--- src/rtl/conveyor_pkg.sv ---
// Shared constants for the bottling conveyor: state encodings and default timing.
package conveyor_pkg;

  localparam int unsigned STATE_W = 3;

  localparam logic [2:0] IDLE  = 3'd0;
  localparam logic [2:0] MOVE  = 3'd1;
  localparam logic [2:0] FILL  = 3'd2;
  localparam logic [2:0] CAP   = 3'd3;
  localparam logic [2:0] ERROR = 3'd4;

  localparam int unsigned DEF_TICK_DIV     = 50_000_000;
  localparam int unsigned DEF_MOVE_TIMEOUT = 15;
  localparam int unsigned DEF_FILL_TIMEOUT = 10;
  localparam int unsigned DEF_CAP_TICKS    = 2;
  localparam int unsigned DEF_COUNT_W      = 8;

endpackage

--- src/rtl/sync_2ff.sv ---
// Two-flop synchronizer for a single asynchronous level input, clears to 0 on reset.
module sync_2ff (
  input  logic clk,
  input  logic rst_n,
  input  logic d,
  output logic q
);

  logic meta;

  always_ff @(posedge clk) begin
    if (!rst_n) begin
      meta <= 1'b0;
      q    <= 1'b0;
    end else begin
      meta <= d;
      q    <= meta;
    end
  end

endmodule

--- src/rtl/conveyor_fill_controller.sv ---
// Bottling conveyor sequencer: move / fill / cap per bottle, paced by a tick prescaler,
// with timeout alarm and a modulo bottle counter.
module conveyor_fill_controller
  import conveyor_pkg::*;
#(
  parameter int unsigned TICK_DIV     = DEF_TICK_DIV,
  parameter int unsigned MOVE_TIMEOUT = DEF_MOVE_TIMEOUT,
  parameter int unsigned FILL_TIMEOUT = DEF_FILL_TIMEOUT,
  parameter int unsigned CAP_TICKS    = DEF_CAP_TICKS,
  parameter int unsigned COUNT_W      = DEF_COUNT_W
) (
  input  logic               clk,
  input  logic               rst_n,
  input  logic               start,
  input  logic               stop,
  input  logic               pos_sensor,
  input  logic               L,
  output logic               motor,
  output logic               valve,
  output logic               capper,
  output logic [COUNT_W-1:0] bottle_cnt,
  output logic               alarm,
  output logic [STATE_W-1:0] state_o
);

  localparam int unsigned MAX_A     = (MOVE_TIMEOUT > FILL_TIMEOUT) ? MOVE_TIMEOUT : FILL_TIMEOUT;
  localparam int unsigned MAX_B     = (MAX_A > CAP_TICKS) ? MAX_A : CAP_TICKS;
  localparam int unsigned MAX_TICKS = (MAX_B > 1) ? MAX_B : 1;
  localparam int unsigned PRESC_W   = $clog2(TICK_DIV);
  localparam int unsigned TCNT_W    = $clog2(MAX_TICKS + 1);

  logic start_s, stop_s, pos_s, lvl_s;
  logic pos_prev;
  logic pos_rise;

  logic [PRESC_W-1:0] presc;
  logic [TCNT_W-1:0]  tick_cnt;
  logic               tick;
  logic               move_to, fill_to, cap_done;

  logic [STATE_W-1:0] state, state_nxt;
  logic               state_chg;

  sync_2ff u_sync_start (.clk(clk), .rst_n(rst_n), .d(start),      .q(start_s));
  sync_2ff u_sync_stop  (.clk(clk), .rst_n(rst_n), .d(stop),       .q(stop_s));
  sync_2ff u_sync_pos   (.clk(clk), .rst_n(rst_n), .d(pos_sensor), .q(pos_s));
  sync_2ff u_sync_lvl   (.clk(clk), .rst_n(rst_n), .d(L),          .q(lvl_s));

  always_ff @(posedge clk) begin
    if (!rst_n) pos_prev <= 1'b0;
    else        pos_prev <= pos_s;
  end

  assign pos_rise = pos_s & ~pos_prev;

  // A timeout "reaches" N on the tick that takes tick_cnt from N-1 to N.
  assign tick     = (presc == PRESC_W'(TICK_DIV - 1));
  assign move_to  = tick && (tick_cnt == TCNT_W'(MOVE_TIMEOUT - 1));
  assign fill_to  = tick && (tick_cnt == TCNT_W'(FILL_TIMEOUT - 1));
  assign cap_done = tick && (tick_cnt == TCNT_W'(CAP_TICKS - 1));

  assign state_chg = (state_nxt != state);

  // Prescaler and tick timer restart on every state change.
  always_ff @(posedge clk) begin
    if (!rst_n || state_chg) begin
      presc    <= '0;
      tick_cnt <= '0;
    end else if (tick) begin
      presc    <= '0;
      tick_cnt <= tick_cnt + TCNT_W'(1);
    end else begin
      presc    <= presc + PRESC_W'(1);
    end
  end

  always_ff @(posedge clk) begin
    if (!rst_n) state <= IDLE;
    else        state <= state_nxt;
  end

  always_comb begin
    state_nxt = state;
    if (state != ERROR && stop_s) begin
      state_nxt = IDLE;
    end else begin
      case (state)
        IDLE:    if (start_s) state_nxt = MOVE;
        MOVE:    if (pos_rise) state_nxt = FILL;
                 else if (move_to) state_nxt = ERROR;
        FILL:    if (lvl_s) state_nxt = CAP;
                 else if (fill_to) state_nxt = ERROR;
        CAP:     if (cap_done) state_nxt = MOVE;
        ERROR:   if (stop_s) state_nxt = IDLE;
        default: state_nxt = IDLE;
      endcase
    end
  end

  // Moore outputs registered from the next state so they line up with the state register.
  always_ff @(posedge clk) begin
    if (!rst_n) begin
      motor  <= 1'b0;
      valve  <= 1'b0;
      capper <= 1'b0;
      alarm  <= 1'b0;
    end else begin
      motor  <= (state_nxt == MOVE);
      valve  <= (state_nxt == FILL);
      capper <= (state_nxt == CAP);
      alarm  <= (state_nxt == ERROR);
    end
  end

  always_ff @(posedge clk) begin
    if (!rst_n)                                  bottle_cnt <= '0;
    else if (state == CAP && state_nxt == MOVE)  bottle_cnt <= bottle_cnt + COUNT_W'(1);
  end

  assign state_o = state;

endmodule

--- config.mk ---
export PLATFORM = sky130hd
export DESIGN_NAME = conveyor_fill_controller
export DESIGN_NICKNAME = d
export VERILOG_FILES = /design/src/rtl/conveyor_pkg.sv /design/src/rtl/sync_2ff.sv /design/src/rtl/conveyor_fill_controller.sv
export SDC_FILE = /design/constraint.sdc
export NUM_CORES = 1
export LEC_CHECK = 0
export ABC_AREA = 1
export CORE_MARGIN = 1.5
export CORE_UTILIZATION = 55
export CTS_BUF_LIST = sky130_fd_sc_hd__clkbuf_16
export CTS_CLUSTER_DIAMETER = 120
export DETAILED_ROUTE_END_ITERATION = 10
export PLACE_DENSITY = 0.75
export SLEW_MARGIN = 25
export SYNTH_ARGS = -nofsm -noshare
export SYNTH_HDL_FRONTEND = slang
export SYNTH_SLANG_ARGS = --single-unit
--- constraint.sdc ---
create_clock -name clk -period 4.64 [get_ports clk]
set_clock_uncertainty 0.2 [all_clocks]
set_input_delay 0.928 -clock clk [delete_from_list [all_inputs] [get_ports clk]]
set_output_delay 0.928 -clock clk [all_outputs]
set_load 0.02 [all_outputs]
Yosys cells after proc, flatten, opt, wreduce, memory -nomap -nowiden
Index checks and enable logic that the tools add are counted.
{"block": "op_classes", "eq_ne": 14, "n_bitwise": 2, "n_addsub": 3, "reduce_logical": 9, "mux": 9}
{"operator": "adder 26 x 1 -> 26 bit, second input constant", "count": 1}
{"operator": "equality test 26 bit, second input constant", "count": 1}
{"operator": "two-way mux 3 bit", "count": 8}
{"operator": "one-hot mux 3 bit (5 select lines)", "count": 1}
{"operator": "equality test 3 x 2 -> 1 bit, second input constant", "count": 4}
{"operator": "adder 8 x 1 -> 8 bit, second input constant", "count": 1}
{"operator": "equality test 4 bit, second input constant", "count": 2}
{"operator": "equality test 3 x 1 -> 1 bit, second input constant", "count": 2}
{"operator": "equality test 3 bit, second input constant", "count": 2}
{"operator": "logical AND 1 bit", "count": 5}
{"operator": "adder 4 x 1 -> 4 bit, second input constant", "count": 1}
{"operator": "equality test 4 x 1 -> 1 bit, second input constant", "count": 1}
{"operator": "logical NOT 3 bit", "count": 1}
{"operator": "!= test 3 bit", "count": 1}
{"operator": "!= test 3 bit, second input constant", "count": 1}
{"operator": "OR reduction 2 bit", "count": 1}
{"operator": "AND 1 bit", "count": 1}
{"operator": "logical NOT 1 bit", "count": 1}
{"operator": "logical OR 1 bit", "count": 1}
{"operator": "inverter 1 bit", "count": 1}
{"block": "totals", "input_bits": 6, "elab_cells": 54, "output_inout_bits": 15, "regBits": 54}

Longest topological paths before layout
Gate-level depths: netlist of the first run.
{"block": "depth", "depth_word": 9, "ltp_mapped": 15, "mapped_depth_nobuf": 14}

Modules after synthesis
Synthesis of the first run repeated with hierarchy kept, for this count alone.
{"block": "hier_totals", "hier_cells": 360, "hier_area_um2": 2655.0}
{"module": "conveyor_fill_controller", "seq_area_each_um2": 920.9, "cells_each": 336, "n_inst": 1, "area_each_um2": 2434.8}
{"module": "sync_2ff", "seq_area_each_um2": 40.0, "cells_each": 6, "n_inst": 4, "area_each_um2": 55.1}

Least setup slack after synthesis of the first run
OpenSTA, ideal clock, no wires.
{"block": "synth_path", "kind": "reg-to-reg", "from": "register presc[0]", "to": "register presc[2]", "arrival_time_ns": 1.874, "n_path_buf": 1, "stages_incl_launch_ff": 15, "required_ns": 4.379, "setup_time_ns": 0.061, "synth_period_minus_slack_ns": 2.136, "slack_ns": 2.504, "cell_sequence": "dfxtp_1 ha_1 nand2_2 nor2_8 nand2_2 nor2_4 nand3_1 nand2_2 nand3_4 nand2_2 nand2_2 nand2_2 nand4_4 buf_12 nor2_4"}
{"block": "synth_between", "elab_chain_len": 9, "word_cells_on_any_way": 15, "classes_between": "add/sub: 1; eq/ne: 2; mux: 7; reduce/logical: 5"}
{"item": "from (decl)", "line": "conveyor_fill_controller.sv:36", "rtl": "logic [PRESC_W-1:0] presc;"}
{"item": "from (signal assigned)", "line": "conveyor_fill_controller.sv:73", "rtl": "presc <= presc + PRESC_W'(1);"}
{"item": "equality test 26 bit", "line": "conveyor_fill_controller.sv:57", "rtl": "assign tick = (presc == PRESC_W'(TICK_DIV - 1));"}
{"item": "logical AND 1 bit (on tied branches)", "line": "conveyor_fill_controller.sv:59, conveyor_fill_controller.sv:58"}
{"item": "two-way mux 3 bit (on tied branches)", "line": "conveyor_fill_controller.sv:92, conveyor_fill_controller.sv:90"}
{"item": "two-way mux 3 bit (on tied branches)", "line": "conveyor_fill_controller.sv:91, conveyor_fill_controller.sv:89"}
{"item": "one-hot mux 3 bit (5 select lines)", "line": "conveyor_fill_controller.sv:87", "rtl": "case (state)"}
{"item": "two-way mux 3 bit", "line": "conveyor_fill_controller.sv:84", "rtl": "if (state != ERROR && stop_s) begin"}
{"item": "!= test 3 bit", "line": "conveyor_fill_controller.sv:62", "rtl": "assign state_chg = (state_nxt != state);"}
{"item": "logical OR 1 bit", "line": "conveyor_fill_controller.sv:66", "rtl": "if (!rst_n || state_chg) begin"}
{"item": "OR reduction 2 bit (no source line)"}
Several ways; a longest one is shown, not always the timed one.
A chain may end at the register's enable or synchronous reset.

Worst setup path after layout of the first run
{"block": "layout_path", "from": "input rst_n", "to": "register presc[7]"}
{"block": "layout_between", "elab_chain_len": 3}
{"item": "from (decl)", "line": "conveyor_fill_controller.sv:13", "rtl": "input logic rst_n,"}
{"item": "logical NOT 1 bit"}
{"item": "logical OR 1 bit", "line": "conveyor_fill_controller.sv:66"}
{"item": "OR reduction 2 bit (no source line)"}
No other way between the ends.

==> results by group, run 1 <==
Place
  – Pre-CTS setup slack: 1.30 ns
  – Inst Count DP: 455
  – Dpl cell area: 3130 um2
  – PortBufs: 20
  – Placer congestion estimate: 0.853
  – Final HPWL DP: 3.77 mm

Clock tree
  – Clk Latency, worst-skew pair: 0.30 ns
  – Cts bufs inserted: 5
  – # resized after CTS: 0
  – # hold bufs at CTS: 0
  – CTS H-tree depth: 2
  – Clk sinks: 54
  – Root Buffer: clkbuf_16
  – CTS tree: built
  – CTS max path bufs: 2
  – Clock slew at the register clock pins of the worst setup and hold paths: 0.07 ns
  – Post-CTS setup buffers: 0

Synth
  – Syn avg cell area: 7.83 um2
  – Sequential fraction of the synthesis area: 37.4%
  – Top cell type's share of synthesized area: 37.4%
  – Top FF cell, synth: dfxtp_1
  – Post-synthesis register bit count: 54
  – Cell area after synthesis: 2890 um2
  – Biggest area consumer among synthesized cells: dfxtp_1
  – Number of synthesized flops with an enable pin: 0
  – Synth Instances: 369
  – Post-synth cell types: 31
  – FFs w/ async S/R, synth: 0%
  – Post-Synthesis Net Count: 380
  – Synth Warn #: 0
  – Synth area leaders: dfxtp_1, nor2_4, nand2_1

Cells and area
  – # nets final: 403
  – Most common cell after layout, fill and taps aside: nand2_1
  – Final Instance Area: 3280 um2
  – Share of layout cells above drive strength 1: 17.8%
  – Area Growth Syn to Fin: 13.6%
  – Final Util: 64.7%
  – Post-route insts no fill: 463
  – Ant. Diodes: 0
  – Commonest cells after routing, fill and taps aside: nand2_1, inv_1, dfxtp_1

Pwr
  – PD cells: 280 nW/um2
  – LEAKAGE: 1.28 nW
  – Peak VDD IR: 203 uV
  – P_sw: 0.225 mW
  – Cell Int Power: 0.695 mW
  – Sequential power share: 51.7%
  – Sw Ratio: 24.5%
  – Clk pwr share: 42.3%
  – Comb pwr share: 6.0%

Floorplanning
  – Number of cell rows: 26
  – Io pins: 21
  – Die X: 75.5 um
  – Initial core utilization: 56.9%
  – Die H: 75.5 um
  – Core ar.: 5070 um2
  – DIE AREA: 5700 um2

STA
  – Final Setup Violations: 0
  – Worst-margin pin slew: 0.852 ns
  – Final worst setup slack: 1.60 ns
  – Fmax: 0.329 GHz
  – Setup tns final: 0 ns
  – RSZ-0062 raised after global routing: false
  – Final cycle utilization of the critical path: 65.4%
  – Final Hold Fails: 0
  – Period minus WS final: 3.04 ns
  – Slew Limit Headroom: 43.1%
  – Pins Over Slew Limit: 0

Job
  – Max Cap Viol: 0

Route
  – Avg Vias per Cell: 4.70
  – Antenna Nets Post-Route: 0
  – Routed wire per std cell: 10.8 um
  – Total routed wirelength: 4.99 mm
  – TritonRoute pass-1 iters: 4
  – Initial DRC Count: 89
  – # DRC: 0
  – DR vias: 2178

GRT
  – Largest net degree at the start of global routing: 27
  – GR Overflow Total: 0
  – GRT Util Overall: 20.3%
  – Initial antenna violation count: 0
  – Number of global-route vias before repair: 2110
  – First-pass GRT wire length: 8.85 mm

Worst setup path
  – Critical path peak fanout: 26
  – Slowest-stage cell, CP: clkdlybuf4s50_1
  – Critical Path RT: 4.65 ns
  – Type of destination of the critical path: flip-flop
  – CP peak stage delay: 0.84 ns
  – CP cell instances: clkdlybuf4s50_1 > nand2_1 > nor2_2 > nand4_4 > nor2_1
  – Setup CP Type: in -> reg
  – Arrival time worst endpoint: 3.04 ns
  – Startpoint types: primary input

Run status
  – Outcome: finished, final reports clean

Worst hold path
  – Min-delay worst type: reg -> reg
## synthesized netlist by cell type (2+ instances only)
library cell / number
nand3_1: 18
nor2_1: 36
o21ai_0: 5
xor2_1: 19
a21oi_1: 6
buf_12: 2
nand3_2: 2
nand2_2: 14
dfxtp_1: 54
nand2_4: 2
inv_2: 6
nor2_4: 23
nand2_1: 67
nor2_2: 8
nand4_1: 7
xnor2_1: 10
nor4_1: 2
inv_1: 55
ha_1: 5
nor3_2: 2
nor3_1: 16
## final timing paths
check             cells past startpoint  slack [ns]                   endpoint                         start
hold reg to reg                       2        0.22  u_sync_start.q$_SDFF_PN0_  u_sync_start.meta$_SDFF_PN0_
hold / removal                        2        0.22  u_sync_start.q$_SDFF_PN0_  u_sync_start.meta$_SDFF_PN0_
setup reg to reg                     13        1.78        presc[7]$_SDFF_PP0_           presc[0]$_SDFF_PP0_
setup / recovery                      5        1.60        presc[7]$_SDFF_PP0_                         rst_n
## power by group through the flow
stage	Sequential, mW	Combinational (mW)	Clock [mW]
detailed placement	0.486	0.0564	0
finish	0.475	0.0557	0.389
global route	0.477	0.0618	0.418
global placement	0.486	0.0559	0
floorplan	0.487	0.0499	0
CTS	0.475	0.0568	0.400
## critical path: cells and delay by family
kind	cells	cell delay, ns
buffers and inverters	1	0.84
AND/OR/NAND/NOR	4	1.25
## flip-flops by register name, indices dropped and copies added (netlist names), 3 cells and up
register / flops
bottle_cnt: 8
tick_cnt: 4
state_o: 3
presc: 26
## final cells by class
cell class | count | area, um2
fillers | 445 | 1790
multi-input cells | 248 | 1520
flip-flops and latches | 54 | 1080
inverters | 63 | 238
repair buffers | 20 | 200
clock buffers | 5 | 125
well taps | 70 | 87.6
clock inverters | 3 | 28.8
## routing by layer
metal	vias up	GRT usage (%)	part of all wire (%)
li1	1173	-	-
met1	975	24.3	49
met2	23	35.2	47
met5	-	0	0
met4	0	8.33	1.7
met3	7	4.37	2.4
## metrics by stage
stage	power [mW]	hold WS (ns)
2_1_floorplan	0.537	0.190
3_3_place_gp	0.542	0.197
3_5_place_dp	0.543	0.199
4_1_cts	0.932	0.217
5_1_grt	0.956	0.245
6_report	0.920	0.215
## logic make-up after synthesis
| kind of cell | count (synthesis) | share of synthesized area, % |
|---|---|---|
| compound gates | 12 | 2.08 |
| simple gates | 202 | 39.6 |
| fa+ha+maj | 5 | 2.17 |
| xor+xnor | 29 | 8.79 |
| buf+inv | 67 | 9.92 |
| flops | 54 | 37.4 |
Power figures use the tool's default switching activity.
==> run 2: changes to the inputs <==
clock period = 3 ns   (was 4.64 ns; I/O delays follow)
==> results by group, run 2 (synthesized netlist as in run 1, its figures left out) <==
Cells and area
  – Fillers: 452 (+1.6%)
  – Ant. Diodes: 0 (unchanged)
  – Share of layout cells above drive strength 1: 18.2% (+0.42 points)
  – Flip-flop count of the largest register after layout: 26 (unchanged)
  – Largest regs: presc (26), bottle_cnt (8), tick_cnt (4)
  – Most common cell after layout, fill and taps aside: nand2_1
  – Area occupied by multi-input gates: 1520 um2 (unchanged)
  – Area Growth Syn to Fin: 15.2%
  – Commonest cells after routing, fill and taps aside: nand2_1, inv_1, dfxtp_1
  – Biggest register: presc
  – Sequential Area: 1080 um2 (unchanged)
  – # nets final: 405 (+0.50%)

Route
  – Antenna Nets Post-Route: 0 (unchanged)
  – Avg Vias per Cell: 4.82 (+2.5%)
  – Routed wire per std cell: 11.2 um (+3.5%)
  – TritonRoute pass-1 iters: 4 (unchanged)
  – Initial DRC Count: 74 (-17%)
  – Total routed wirelength: 5.19 mm (+3.9%)
  – DR vias: 2241 (+2.9%)
  – # DRC: 0 (unchanged)

Run status
  – Outcome: finished, final reports clean

Floorplanning
  – Core ar.: 5070 um2 (unchanged)
  – Die X: 75.5 um (unchanged)
  – Number of cell rows: 26 (unchanged)
  – Die H: 75.5 um (unchanged)
  – Initial core utilization: 56.9% (unchanged)
  – Io pins: 21 (unchanged)
  – DIE AREA: 5700 um2 (unchanged)

Pwr
  – LEAKAGE: 1.30 nW (+1.6%)
  – PD cells: 448 nW/um2 (+60%)
  – Final Total Pwr: 1.49 mW (+62%)
  – Peak VDD IR: 482 uV (+140%)

Clock tree
  – Cts bufs inserted: 5 (unchanged)
  – # hold bufs at CTS: 0 (unchanged)
  – Clk sinks: 54 (unchanged)
  – Root Buffer: clkbuf_16
  – CTS tree: built
  – CTS H-tree depth: 2 (unchanged)
  – Clk Latency, worst-skew pair: 0.29 ns (about the same)
  – # resized after CTS: 0 (unchanged)
  – Clock slew at the register clock pins of the worst setup and hold paths: 0.07 ns (about the same)
  – Post-CTS setup buffers: 0 (unchanged)
  – CTS max path bufs: 2 (unchanged)

Worst setup path
  – Type of destination of the critical path: flip-flop
  – Startpoint types: flip-flop
  – Critical Path RT: 3.03 ns (-1.62 ns)
  – Arrival time worst endpoint: 2.65 ns (-0.39 ns)
  – Setup CP Type: reg -> reg
  – Critical path peak fanout: 15 (-42%)
  – Reg2Reg Depth: 14 (+1)

STA
  – Pins Over Slew Limit: 0 (unchanged)
  – Final cycle utilization of the critical path: 87.3%
  – Setup tns final: 0 ns (unchanged)
  – Period minus WS final: 2.62 ns
  – RSZ-0062 raised after global routing: false
  – Slew Limit Headroom: 68.6% (+26 points)
  – Worst-margin pin slew: 0.467 ns (-0.385 ns)
  – Fmax: 0.382 GHz
  – Final Hold Fails: 0 (unchanged)
  – Final Setup Violations: 0 (unchanged)

GRT
  – GRT Util Overall: 20.5% (+0.19 points)
  – Largest net degree at the start of global routing: 19 (-30%)
  – Initial antenna violation count: 0 (unchanged)
  – Number of global-route vias before repair: 2086 (-1.1%)
  – GR Overflow Total: 0 (unchanged)
  – First-pass GRT wire length: 9.00 mm (+1.8%)

Worst hold path
  – Min-delay worst type: reg -> reg
  – Worst hold path depth: 2 (unchanged)

Place
  – Final HPWL DP: 3.93 mm (+4.4%)
  – Placer congestion estimate: 0.850 (-0.34%)
  – PortBufs: 20 (unchanged)

Job
  – Max Cap Viol: 0 (unchanged)
-- run 2: cell count changes in the layout (fill, tap and decap cells not counted), sizes merged --
cell / delta
clkinv: -1
inv: -1
bufinv: +1
clkinvlp: +1
buf: +2
-- run 2: through the flow --
step / area [um2] / instances / worst slack, ns / utilization (%) / hold WS [ns]
floorplan: 2890 / 369 / 0.865 / - / 0.190
global placement: 3160 / 457 / 0.474 / 62.2 / 0.201
detailed placement: 3160 / 457 / 0.380 / 62.2 / 0.206
CTS: 3330 / 465 / 0.357 / 65.6 / 0.223
global route: 3330 / 465 / 0.159 / 65.6 / 0.239
finish: 3330 / 465 / 0.382 / 65.6 / 0.218
-- run 2: per-layer routing --
layer | GRT usage (%) | wire length [um]
met4 | 6.15 | 44
met2 | 33.6 | 2440
met5 | 0 | 0
met1 | 27.3 | 2590
met3 | 4.10 | 113
-- run 2: cell type report --
type                            instances  area share, %
Multi-Input combinational cell        248           45.7
Timing Repair Buffer                   22           6.84
Sequential cell                        54           32.5
Tap cell                               70           2.63
Inverter                               63           7.14
Clock inverter                          3           1.47
Clock buffer                            5           3.76
-- run 2: worst paths after layout --
| check | startpoint | to | slack [ns] |
|---|---|---|---|
| hold / removal | u_sync_pos.meta$_SDFF_PN0_ | u_sync_pos.q$_SDFF_PN0_ | 0.22 |
| hold reg to reg | u_sync_pos.meta$_SDFF_PN0_ | u_sync_pos.q$_SDFF_PN0_ | 0.22 |
| setup / recovery | presc[0]$_SDFF_PP0_ | presc[12]$_SDFF_PP0_ | 0.38 |
| setup reg to reg | presc[0]$_SDFF_PP0_ | presc[12]$_SDFF_PP0_ | 0.38 |
-- run 2: worst max-delay path: stages (launching register included) --
cell	delay [ns]
dfxtp_1	0.41
ha_1	0.23
nand2_2	0.10
nor2_8	0.12
nand2_2	0.08
nor2_4	0.13
nand3_1	0.09
nand2_1	0.06
nand2_1	0.07
nand3_1	0.10
nand2_2	0.07
nor2_2	0.15
nand4_4	0.34
buf_12	0.32
nor2_1	0.09
-- run 2: power by group --
part	switching [mW]	total [mW]	internal, mW	leakage (nW)
Combinational	0.0628	0.0954	0.0325	0.784
Sequential	0.00830	0.736	0.728	0.437
Clock	0.262	0.661	0.399	0.0819
